--- src/rtl/pc_redirect_ctrl_if.sv ---
// Bundle between the fetch next-PC controller and the surrounding pipeline.
// Optional misalign_trap member exists only when PC_REDIRECT_MISALIGN_TRAP_EN is defined.
interface pc_redirect_ctrl_if;
  // Flow control: stall_if=1 means fetch refuses the PC offered this cycle; the
  // controller holds pc_out and parks any redirect until a cycle with stall_if=0.
  logic        stall_if;
  logic        id_valid;
  logic [31:0] id_pc;
  logic [31:0] id_instruction;
  logic        ex_redirect;
  logic [31:0] ex_target;
  logic [31:0] pc_out;
  logic        fetch_valid;
  logic        flush_if;
  logic        flush_id;
  logic        redirect_pending;
  logic [1:0]  dbg_state;
  logic [31:0] dbg_pending_target;
`ifdef PC_REDIRECT_MISALIGN_TRAP_EN
  logic        misalign_trap;

  modport master (
    input  stall_if, id_valid, id_pc, id_instruction, ex_redirect, ex_target,
    output pc_out, fetch_valid, flush_if, flush_id, redirect_pending,
           dbg_state, dbg_pending_target, misalign_trap
  );
  modport slave (
    output stall_if, id_valid, id_pc, id_instruction, ex_redirect, ex_target,
    input  pc_out, fetch_valid, flush_if, flush_id, redirect_pending,
           dbg_state, dbg_pending_target, misalign_trap
  );
`else
  modport master (
    input  stall_if, id_valid, id_pc, id_instruction, ex_redirect, ex_target,
    output pc_out, fetch_valid, flush_if, flush_id, redirect_pending,
           dbg_state, dbg_pending_target
  );
  modport slave (
    output stall_if, id_valid, id_pc, id_instruction, ex_redirect, ex_target,
    input  pc_out, fetch_valid, flush_if, flush_id, redirect_pending,
           dbg_state, dbg_pending_target
  );
`endif
endinterface

--- src/rtl/pc_redirect_ctrl.sv ---
// Fetch next-PC controller: arbitrates EX redirect > ID JAL > pending > PC+4.
// Optional macro PC_REDIRECT_MISALIGN_TRAP_EN sends misaligned targets to TRAP_VECTOR.
module pc_redirect_ctrl #(
  parameter logic [31:0] RESET_VECTOR = 32'h0000_0000,
  parameter logic [31:0] TRAP_VECTOR  = 32'h0000_0100
) (
  input  logic             clk,
  input  logic             rst,
  pc_redirect_ctrl_if.master bus
);
  typedef enum logic [1:0] {
    S_BOOT = 2'd0,
    S_RUN  = 2'd1,
    S_HOLD = 2'd2
  } state_e;

  localparam logic [6:0] OPC_JAL = 7'b1101111;

  state_e      state_q, state_d;
  logic [31:0] pc_q, pc_d;
  logic [31:0] pend_tgt_q, pend_tgt_d;
  logic        pend_q, pend_d;
  logic        pend_ex_q, pend_ex_d;
  logic        fv_q, fv_d;
  logic        trap_q, trap_d;

  logic        active;
  logic        jal_det;
  logic [31:0] jal_imm;
  logic [31:0] jal_tgt;
  logic        redir;
  logic [31:0] redir_tgt;
  logic [31:0] jump_tgt;

  assign active  = (state_q != S_BOOT);
  assign jal_det = bus.id_valid && (bus.id_instruction[6:0] == OPC_JAL);
  assign jal_imm = {{11{bus.id_instruction[31]}}, bus.id_instruction[31],
                    bus.id_instruction[19:12], bus.id_instruction[20],
                    bus.id_instruction[30:21], 1'b0};
  assign jal_tgt   = bus.id_pc + jal_imm;
  assign redir     = active && (bus.ex_redirect || jal_det);
  assign redir_tgt = bus.ex_redirect ? bus.ex_target : jal_tgt;
  assign jump_tgt  = redir ? redir_tgt : pend_tgt_q;

  always_comb begin
    state_d    = state_q;
    pc_d       = pc_q;
    pend_tgt_d = pend_tgt_q;
    pend_d     = pend_q;
    pend_ex_d  = pend_ex_q;
    fv_d       = fv_q;
    trap_d     = 1'b0;
    if (state_q == S_BOOT) begin
      fv_d    = 1'b1;
      state_d = S_RUN;
    end else if (!bus.stall_if) begin
      pend_d  = 1'b0;
      state_d = S_RUN;
      if (redir || pend_q) begin
`ifdef PC_REDIRECT_MISALIGN_TRAP_EN
        if (jump_tgt[1:0] != 2'b00) begin
          pc_d   = TRAP_VECTOR;
          trap_d = 1'b1;
        end else begin
          pc_d = jump_tgt;
        end
`else
        pc_d = jump_tgt;
`endif
      end else begin
        pc_d = pc_q + 32'd4;
      end
    end else if (bus.ex_redirect) begin
      pend_d     = 1'b1;
      pend_ex_d  = 1'b1;
      pend_tgt_d = bus.ex_target;
      state_d    = S_HOLD;
    end else if (jal_det && !(pend_q && pend_ex_q)) begin
      // A parked EX redirect is older and architecturally stronger than any ID JAL.
      pend_d     = 1'b1;
      pend_ex_d  = 1'b0;
      pend_tgt_d = jal_tgt;
      state_d    = S_HOLD;
    end
  end

  always_ff @(posedge clk) begin
    if (rst) begin
      state_q    <= S_BOOT;
      pc_q       <= RESET_VECTOR;
      pend_tgt_q <= 32'h0;
      pend_q     <= 1'b0;
      pend_ex_q  <= 1'b0;
      fv_q       <= 1'b0;
      trap_q     <= 1'b0;
    end else begin
      state_q    <= state_d;
      pc_q       <= pc_d;
      pend_tgt_q <= pend_tgt_d;
      pend_q     <= pend_d;
      pend_ex_q  <= pend_ex_d;
      fv_q       <= fv_d;
      trap_q     <= trap_d;
    end
  end

  assign bus.pc_out             = pc_q;
  assign bus.fetch_valid        = fv_q;
  assign bus.redirect_pending   = pend_q;
  assign bus.flush_if           = !rst && redir;
  assign bus.flush_id           = !rst && active && bus.ex_redirect;
  assign bus.dbg_state          = state_q;
  assign bus.dbg_pending_target = pend_tgt_q;

`ifdef PC_REDIRECT_MISALIGN_TRAP_EN
  assign bus.misalign_trap = trap_q;
`else
  logic unused_trap;
  assign unused_trap = ^{TRAP_VECTOR, trap_q};
`endif
endmodule

--- src/flat_wrapper.sv ---
// flat-port wrapper written by rule: the top's interface ports become plain ports
module pc_redirect_ctrl_flat 
#(
  parameter logic [31:0] RESET_VECTOR = 32'h0000_0000,
  parameter logic [31:0] TRAP_VECTOR  = 32'h0000_0100
)
  (clk, rst, bus_stall_if, bus_id_valid, bus_id_pc, bus_id_instruction, bus_ex_redirect, bus_ex_target, bus_pc_out, bus_fetch_valid, bus_flush_if, bus_flush_id, bus_redirect_pending, bus_dbg_state, bus_dbg_pending_target);
  pc_redirect_ctrl_if bus_i ();
  input  logic clk;
  input  logic rst;
  input wire logic [$bits(bus_i.stall_if)-1:0] bus_stall_if;
  input wire logic [$bits(bus_i.id_valid)-1:0] bus_id_valid;
  input wire logic [$bits(bus_i.id_pc)-1:0] bus_id_pc;
  input wire logic [$bits(bus_i.id_instruction)-1:0] bus_id_instruction;
  input wire logic [$bits(bus_i.ex_redirect)-1:0] bus_ex_redirect;
  input wire logic [$bits(bus_i.ex_target)-1:0] bus_ex_target;
  output wire logic [$bits(bus_i.pc_out)-1:0] bus_pc_out;
  output wire logic [$bits(bus_i.fetch_valid)-1:0] bus_fetch_valid;
  output wire logic [$bits(bus_i.flush_if)-1:0] bus_flush_if;
  output wire logic [$bits(bus_i.flush_id)-1:0] bus_flush_id;
  output wire logic [$bits(bus_i.redirect_pending)-1:0] bus_redirect_pending;
  output wire logic [$bits(bus_i.dbg_state)-1:0] bus_dbg_state;
  output wire logic [$bits(bus_i.dbg_pending_target)-1:0] bus_dbg_pending_target;
  assign bus_i.stall_if = bus_stall_if;
  assign bus_i.id_valid = bus_id_valid;
  assign bus_i.id_pc = bus_id_pc;
  assign bus_i.id_instruction = bus_id_instruction;
  assign bus_i.ex_redirect = bus_ex_redirect;
  assign bus_i.ex_target = bus_ex_target;
  assign bus_pc_out = bus_i.pc_out;
  assign bus_fetch_valid = bus_i.fetch_valid;
  assign bus_flush_if = bus_i.flush_if;
  assign bus_flush_id = bus_i.flush_id;
  assign bus_redirect_pending = bus_i.redirect_pending;
  assign bus_dbg_state = bus_i.dbg_state;
  assign bus_dbg_pending_target = bus_i.dbg_pending_target;
  pc_redirect_ctrl #(.RESET_VECTOR(RESET_VECTOR), .TRAP_VECTOR(TRAP_VECTOR)) u_core (.clk(clk), .rst(rst), .bus(bus_i));
endmodule
--- config.mk ---
export PLATFORM = sky130hd
export DESIGN_NAME = pc_redirect_ctrl_flat
export DESIGN_NICKNAME = d
export VERILOG_FILES = /design/src/rtl/pc_redirect_ctrl_if.sv /design/src/rtl/pc_redirect_ctrl.sv /design/src/flat_wrapper.sv
export SDC_FILE = /design/constraint.sdc
export NUM_CORES = 1
export LEC_CHECK = 0
export CAP_MARGIN = 20
export CORE_UTILIZATION = 30
export DETAILED_ROUTE_END_ITERATION = 12
export PLACE_DENSITY = 0.67
export SYNTH_ARGS = -nofsm -noshare
export SYNTH_HDL_FRONTEND = slang
export SYNTH_SLANG_ARGS = --single-unit
--- constraint.sdc ---
create_clock -name clk -period 3 [get_ports clk]
set_input_delay 0.9 -clock clk [delete_from_list [all_inputs] [get_ports clk]]
set_output_delay 0.9 -clock clk [all_outputs]
set_load 0.005 [all_outputs]
==> metrics.txt, run 1 <==
share of layout cells above drive strength 1=23.7%; Flop pwr share=29.5%; Global Route Usage Sum=21.1%; worst r2r path cells=10; crit end category=flop; critical path class=input pin to flop; Leakage Power=roughly 0.0039 uW; Max Cap Violations=0; Fin. Hold Viols=0; clock power share=about a third; Synth cell types=87; Hold Path Class=flop to flop; maximum vdd drop=about 0.28 mV; Initial Util=30.9%; Core Area=0.0189 mm^2; H-tree depth=3; top cell type's share of synthesized area=a little under a quarter; Cell Int Power=2400 uW; Worst Path Arrival=approximately 3.2 ns; GR Layer Usage met3=under 10%; die area=between 0.02 and 0.025 mm^2; clk slew on worst S/H paths=0.06 ns; Hold-fix buffers, CTS=0; first-pass GRT wire length=33.5 mm; Post-synth EDFFs=0; largest cells by area after synthesis=dfxtp_1, ha_1, nor2_1, nand2_1, a21oi_1; GR Layer Usage met1=roughly 28%; Syn Nets=roughly 910; Post-Place Cell Area=~0.0086 mm^2; Worst-Margin Slew=roughly 0.7 ns; Clock Latency Late Sink=between 0.3 and 0.4 ns; switching power=1120 uW; most used routing layer=met2; grt ovf=0; TritonCTS buffer count=9; logic gate share of total power=about 38%; CP startpoint kind=input pin; PD cells=between 300 and 400 mW/mm^2; syn_area_per_cell=7.48 um^2; register area share after synthesis=a little under a quarter; Reg2Reg Setup Slack=~0.66 ns; # IOs=171; # DRC=0; fin area=around 0.0095 mm^2; ANT nets after route=0; most frequent cells in the layout=buf_4, clkdlybuf4s50_1, nor2_1; pins over their slew limit=0; Initial DRC Count=463; drt pass-1 iters=5; Die Wd=141 um; RSZ-0062 raised after global routing=yes; post-synthesis cell count=780; Clock Path Buffers=2; Synth area leader=dfxtp_1; Yosys warning count=0; largest net degree at the start of global routing=64; PortBufs=~170; DR vias/cell=roughly 5.3; switching part of the total=a little under a third; fin crit share=a little over nine tenths; met2 Use GR=35.0%; Fin Hold WS=0.471 ns; Root Buffer=clkbuf_16; clock skew=between 0.008 and 0.009 ns; CP Data Required Time=3.26 ns; fin nets=1188; r2r startpoint=u_core.bus.pc_out[2]$_SDFFE_PP0P_; Post-synth ARST share=0%; non-filler cells in the finished layout=~1300; Worst Hold Path Cells=2; Final GP Congestion=about 0.90; hold_sp=u_core.bus.fetch_valid$_SDFFE_PP0P_; FF+latch count, synth=~70; total number of vias=6946; Max Fclk=~340 MHz; # setup viols final=0; reg2reg end=u_core.bus.pc_out[30]$_SDFFE_PP0P_; fin util=between 50% and 60%; vias in the first global route=approximately 6500; CTS sink cnt=roughly 70; FP Rows=50; CTS tree=yes; die height=141 um; hold path endpoint=u_core.bus.fetch_valid$_SDFFE_PP0P_; area delta synth->final=62.6%; routed wire length=21.6 mm; Tmin final=2.95 ns; main flop type after synthesis=dfxtp_1; initial antenna violation count=1; crit-path max FO=5; post-placement cell count=1288; most common cell after layout, fill and taps aside=buf_4; synthesized area=approximately 0.0058 mm^2; outcome=finished clean; DP HPWL=between 15 and 20 mm; Slew HR=51.9%; WL/cell=around 16 um
==> power groups by stage <==
stage	registers, uW	clock network (uW)	logic, uW
after detailed placement	1060	0	1200
after floorplan	1040	0	602
after CTS	1040	1150	1270
after global placement	1060	0	1190
final	1040	1150	1330
after global routing	1050	1190	1450
==> cells by family (layout without fill, tap and decap cells) <==
family	count (synthesis)	in the layout	synth area share, %
flip-flops	69	69	23.7
AO/OA/AOI/OAI	250	250	30.1
AND/OR/NAND/NOR	320	320	27.1
adder cells (fa/ha/maj)	32	32	6.99
XOR/XNOR	36	36	5.40
buffers and inverters	59	339	4.29
multiplexers	14	14	2.47
other	0	1	0
==> per-layer routing <==
| layer | up-vias | part of all wire (%) |
|---|---|---|
| li1 | 3449 | - |
| met1 | 3241 | 46 |
| met2 | 226 | 46 |
| met3 | 30 | 5.8 |
| met4 | 0 | 2.2 |
| met5 | - | 0 |
==> area by class of cell <==
| type | count | area, um^2 |
|---|---|---|
| Antenna cell | 1 | 2.50 |
| Clock buffer | 10 | 229 |
| Clock inverter | 6 | 87.6 |
| Fill cell | 1832 | 9410 |
| Inverter | 16 | 60.1 |
| Multi-Input combinational cell | 652 | 4640 |
| Sequential cell | 69 | 1380 |
| Tap cell | 260 | 325 |
| Timing Repair Buffer | 307 | 2770 |
==> what timing repair did <==
item / CTS / global route
setup buffers: 10 / 7
gates resized for setup: 65 / 55
pin swaps: 35 / 35
gates cloned: 0 / 0
endpoints found under the setup margin: 36 / 36
==> worst max-delay path by stage <==
stage / from / end / slack, ns / cells after the start
after floorplan: bus_id_instruction[21] / u_core.bus.pc_out[29]$_SDFFE_PP0P_ / 0.01 / 11
after global placement: bus_id_instruction[21] / u_core.bus.pc_out[29]$_SDFFE_PP0P_ / -0.62 / 12
after detailed placement: bus_id_instruction[21] / u_core.bus.pc_out[29]$_SDFFE_PP0P_ / -0.66 / 12
after CTS: bus_id_instruction[5] / bus_flush_if / -0.04 / 7
after global routing: bus_id_pc[20] / u_core.bus.dbg_pending_target[31]$_SDFFE_PP0P_ / -0.06 / 11
final: bus_id_pc[20] / u_core.bus.dbg_pending_target[31]$_SDFFE_PP0P_ / 0.05 / 11
==> registers in the layout (all words and copies together) (netlist names) <==
signal,count
u_core.bus.dbg_pending_target,32
u_core.bus.dbg_state,2
u_core.bus.fetch_valid,1
u_core.bus.pc_out,32
u_core.bus.redirect_pending,1
u_core.pend_ex_q,1
==> metrics by stage <==
| stage | TNS, ns | power, uW | setup WS [ns] |
|---|---|---|---|
| after CTS | -0.0686 | 3460 | -0.0382 |
| after global routing | -0.0946 | 3690 | -0.0565 |
| after floorplan | 0 | 1650 | 0.0138 |
| after global placement | -20.49 | 2250 | -0.621 |
| final | 0 | 3520 | 0.0507 |
| after detailed placement | -21.34 | 2260 | -0.657 |
==> cell usage after synthesis, types with 6 or more instances <==
master / n
a311oi_1: 8
xnor2_1: 16
nand3_1: 26
o221ai_1: 6
dfxtp_1: 69
mux2i_1: 11
inv_1: 14
ha_1: 31
o211ai_1: 14
xor2_1: 20
o21ai_0: 39
a21o_1: 17
a31oi_1: 10
a221oi_1: 6
buf_1: 7
and3_1: 9
nor3_1: 30
nand4_1: 14
a21oi_1: 63
a211oi_1: 23
nand2_1: 87
clkbuf_1: 31
nand2b_1: 9
nor2_1: 94
==> worst max-delay path: stages <==
cell and delay [ns]:
clkdlybuf4s50_1 0.41, ha_1 0.29, buf_4 0.14, nand2_1 0.08, o31ai_4 0.22, nand3_2 0.12, nand2_4 0.09, a31oi_4 0.11
o211a_1 0.23, or3_1 0.39, a211oi_2 0.22
No activity file was read; power rests on OpenSTA's default activity.
==> inputs of run 2 (changes only) <==
- CAP_MARGIN: 20 -> 30
- CORE_ASPECT_RATIO: default -> 0.5
- PLACE_DENSITY: 0.67 -> 0.54
==> run 2 against run 1 <==
Against the previous run: final area increased by 2.7%; non-clock buffer count rose by 10; total power rose by 5.9%; routed wire length grew 15%; combinational power increased by 8%; setup slack improved by 0.0018 ns; critical path depth shrank 1; sequential share of layout area fell by 0.38 points; clock power grew 9.6%; register-to-register slack worse by 0.16 ns; global-route usage grew 2.4 points; utilization increased by 1.9 points.
==> metrics.txt, run 2 (same netlist as run 1, synthesis figures left out) <==
fin nets=approximately 1200; pins over their slew limit=0; fin util=52.1%; Final GP Congestion=between 0.8 and 0.9; Leakage Power=just under 0.004 uW; grt ovf=0; Worst-Margin Slew=roughly 0.76 ns; total number of vias=between 6000 and 7000; maximum vdd drop=around 0.25 mV; worst r2r path cells=9; Setup crit start=bus_id_pc[3]; Worst Hold Path Cells=2; vias in the first global route=~6400; Slew HR=about half; Global Route Usage Sum=a little under a quarter; WL/cell=18.7 um; Die Wd=approximately 200 um; Clock Path Buffers=2; hold_sp=u_core.bus.fetch_valid$_SDFFE_PP0P_; crit end category=flop; FP Rows=35; DR vias/cell=about 5.3; DP HPWL=between 15 and 20 mm; CP Data Required Time=~3.2 ns; die height=about 100 um; share of layout cells above drive strength 1=between 20% and 30%; Tmin final=a little under 3 ns; Worst Path Arrival=about 3.1 ns; initial antenna violation count=0; clock skew=around 0.0056 ns; CTS tree=yes; CP startpoint kind=input pin; Reg2Reg Setup Slack=~0.5 ns; ANT nets after route=0; die area=between 0.02 and 0.025 mm^2; TritonCTS buffer count=9; Max Cap Violations=0; # DRC=0; drt pass-1 iters=5; Hold Path Class=flop to flop; r2r startpoint=u_core.bus.pc_out[2]$_SDFFE_PP0P_; Initial Util=between 30% and 40%; Root Buffer=clkbuf_16; reg2reg end=u_core.bus.pc_out[30]$_SDFFE_PP0P_; PortBufs=~170; Fin. Hold Viols=0; routed wire length=roughly 25 mm; first-pass GRT wire length=36.4 mm; largest net degree at the start of global routing=64; H-tree depth=3; area delta synth->final=67.0%; PD cells=between 300 and 400 mW/mm^2; # setup viols final=0; most common cell after layout, fill and taps aside=buf_4; Core Area=0.0187 mm^2; critical path class=input pin to flop; diode count=0; Clock Latency Late Sink=around 0.34 ns; outcome=finished clean; CTS sink cnt=69; Fin Hold WS=~0.48 ns; hold path endpoint=u_core.bus.fetch_valid$_SDFFE_PP0P_; # IOs=171; most frequent cells in the layout=buf_4, clkdlybuf4s50_1, nor2_1; crit-path max FO=3; fin crit share=between 90% and 100%; clk slew on worst S/H paths=around 0.060 ns; Setup Total Neg Slack=0 ns; Initial DRC Count=just under 700; Max Fclk=339 MHz
==> run 2: final cells by class <==
| cell class | instances | area, um^2 |
|---|---|---|
| repair buffers | 317 | 2890 |
| clock buffers | 10 | 239 |
| multi-input cells | 652 | 4740 |
| well taps | 259 | 324 |
| clock inverters | 6 | 110 |
| inverters | 16 | 60.1 |
| fillers | 1859 | 8950 |
| flip-flops and latches | 69 | 1380 |
==> run 2: critical path: stages <==
cell	delay (ns)
clkdlybuf4s50_1	0.50
ha_4	0.22
nand3_1	0.08
nor2_2	0.05
o21a_4	0.22
o2111ai_4	0.30
a21oi_4	0.12
or3_4	0.40
a311oi_2	0.27
nor3_1	0.07
==> run 2: worst max path at each step <==
stage,end,slack [ns]
5_1_grt,u_core.bus.pc_out[29]$_SDFFE_PP0P_,-0.002
2_1_floorplan,u_core.bus.pc_out[29]$_SDFFE_PP0P_,0.01
3_3_place_gp,u_core.bus.pc_out[29]$_SDFFE_PP0P_,-0.69
3_5_place_dp,u_core.bus.pc_out[29]$_SDFFE_PP0P_,-0.78
4_1_cts,u_core.bus.pc_out[29]$_SDFFE_PP0P_,-0.03
6_report,u_core.bus.dbg_pending_target[24]$_SDFFE_PP0P_,0.05
==> run 2: layer usage <==
metal  global-route usage [%]  vias to the layer above  share of wire [%]
li1                         -                     3466                  -
met1                     35.8                     3285                 50
met2                     34.5                      212                 43
met3                     3.48                       25                5.9
met4                     4.38                        0                1.2
met5                        0                        -                  0
==> run 2: repair_timing <==
action / in CTS / in global routing
gates resized for setup: 75 / 69
cloned: 0 / 5
buffers inserted: 12 / 3
hold buffers: 0 / 0
setup endpoints to repair: 47 / 47
pin swaps: 45 / 40
==> run 2: where the power goes <==
group,internal (uW),total (uW),switching [uW]
sequential,971,1040,71.1
clock,833,1260,427
combinational,736,1430,693
==> run 2: stage by stage <==
step | power [uW] | std cells | setup slack, ns | cell area, um^2
after floorplan | 1650 | 780 | 0.0138 | 5850
after global placement | 2310 | 1295 | -0.686 | 8650
after detailed placement | 2320 | 1295 | -0.777 | 8650
after CTS | 3670 | 1322 | -0.0283 | 9370
after global routing | 3910 | 1329 | -0.00160 | 9740
final | 3730 | 1329 | 0.0525 | 9740
==> inputs of run 3 (changes only) <==
- SKIP_CTS_REPAIR_TIMING: default -> 1
- clock period: 3 -> 2.5 ns (I/O delays scaled with it)
==> run 3 against run 2 <==
Against the previous run: the run now ends with negative setup slack left; utilization up 1.5 points; sequential power increased by 19%; flip-flop and latch count did not move; non-clock buffer count up 7; register-to-register slack worse by 0.25 ns; critical path depth unchanged; combinational power is 29% higher; setup slack worse by 0.23 ns; first-iteration DRC count shrank 17%; global-route usage rose by 0.45 points; sequential share of layout area down 0.40 points; critical endpoint unchanged.
==> metrics.txt, run 3 (same netlist as run 1, synthesis figures left out) <==
fin crit share=107%; Initial DRC Count=~560; largest net degree at the start of global routing=66; area delta synth->final=71.8%; drt pass-1 iters=5; fin area=between 0.01 and 0.015 mm^2; PortBufs=~170; Clock Latency Late Sink=0.34 ns; CTS sink cnt=69; clk slew on worst S/H paths=roughly 0.050 ns; diode count=0; Critical Path Max Stage Delay=approximately 0.43 ns; DR vias/cell=~5.3; initial antenna violation count=0; Max Fclk=374 MHz; fin util=between 50% and 60%; Worst Path Arrival=roughly 2.9 ns; vias in the first global route=6458; Global Route Usage Sum=23.9%; Initial Util=31.2%; Setup Total Neg Slack=-1.33 ns; Root Buffer=clkbuf_16; CP Data Required Time=about 2.7 ns; Final GP Congestion=around 0.86; TritonCTS buffer count=9; failing checks=negative setup slack; worst r2r path cells=9; PD cells=432 mW/mm^2; final worst setup slack=-0.174 ns; Clock Path Buffers=2; most frequent cells in the layout=buf_4, clkdlybuf4s50_1, nor2_1; Design Power=4330 uW; Worst-Margin Slew=just under 0.6 ns; RSZ-0062 raised after global routing=yes; crit-path max FO=3; CP startpoint kind=input pin; Die Wd=roughly 200 um; pre-CTS setup slack=-0.932 ns; Post-Place Cell Area=roughly 0.009 mm^2; critical path's slowest cell=or3_4; CTS tree=yes; WL/cell=18.4 um; Tmin final=between 2 and 3 ns; ANT nets after route=0; total number of vias=7012; maximum vdd drop=0.256 mV; clock skew=around 0.0055 ns; H-tree depth=3; first-pass GRT wire length=between 30 and 40 mm; Leakage Power=between 0.004 and 0.005 uW; routed wire length=~25 mm; die area=0.0200 mm^2; worst path cell trace=dlymetal6s2s_1, ha_1, a21oi_2, nor2_4, o21a_4, o2111ai_4, a21oi_4, or3_4, a311oi_2, nor3_1; Max Cap Violations=0; fin nets=about 1200; Worst Hold Path Cells=2; # IOs=171; die height=101 um; # DRC=0; critical path class=input pin to flop; pins over their slew limit=0; grt ovf=0; outcome=finished, violations left; Hold Path Class=flop to flop; Core Area=0.0187 mm^2; DP HPWL=18.8 mm; Fin. Hold Viols=0; share of layout cells above drive strength 1=31.9%; FP Rows=35; # setup viols final=23; Slew HR=60.9%; most common cell after layout, fill and taps aside=buf_4; crit end category=flop
## run 3: final timing paths
| check | from | end | slack [ns] |
|---|---|---|---|
| min reg2reg | u_core.bus.fetch_valid$_SDFFE_PP0P_ | u_core.bus.fetch_valid$_SDFFE_PP0P_ | 0.47 |
| max reg2reg | u_core.bus.pc_out[2]$_SDFFE_PP0P_ | u_core.bus.pc_out[30]$_SDFFE_PP0P_ | 0.25 |
| max | bus_id_instruction[22] | u_core.bus.dbg_pending_target[24]$_SDFFE_PP0P_ | -0.17 |
| min | u_core.bus.fetch_valid$_SDFFE_PP0P_ | u_core.bus.fetch_valid$_SDFFE_PP0P_ | 0.47 |
## run 3: critical path, delay by kind of cell
family | cells | cell delay [ns]
buf+inv | 1 | 0.14
compound gates | 5 | 1.14
simple gates | 3 | 0.57
fa+ha+maj | 1 | 0.29
## run 3: cell type report
type / count / area (um^2)
fill: 1801 / 8670
multi-input combinational: 652 / 5030
timing repair buffer: 324 / 2950
sequential: 69 / 1380
tap: 259 / 324
clock buffer: 10 / 229
inverter: 16 / 60.1
clock inverter: 5 / 52.6
## run 3: routing by layer
layer  vias up  GRT usage, %  wire (um)
met5         -             0          0
met4         0          3.96        175
met3        13          3.55       1260
met2       183          34.3      10400
met1      3332          37.3      12700
li1       3484             -          -
## run 3: power by group
group | total [uW] | internal, uW | switching [uW] | leakage [uW]
Sequential | 1240 | 1170 | 77.2 | 0.000563
Clock | 1250 | 761 | 487 | 0.000138
Combinational | 1840 | 950 | 890 | 0.00344
## run 3: metrics by stage
step	cells	hold slack [ns]
detailed placement	1313	0.457
floorplan	780	0.458
finish	1335	0.466
CTS	1328	0.470
global route	1335	0.518
global placement	1313	0.450
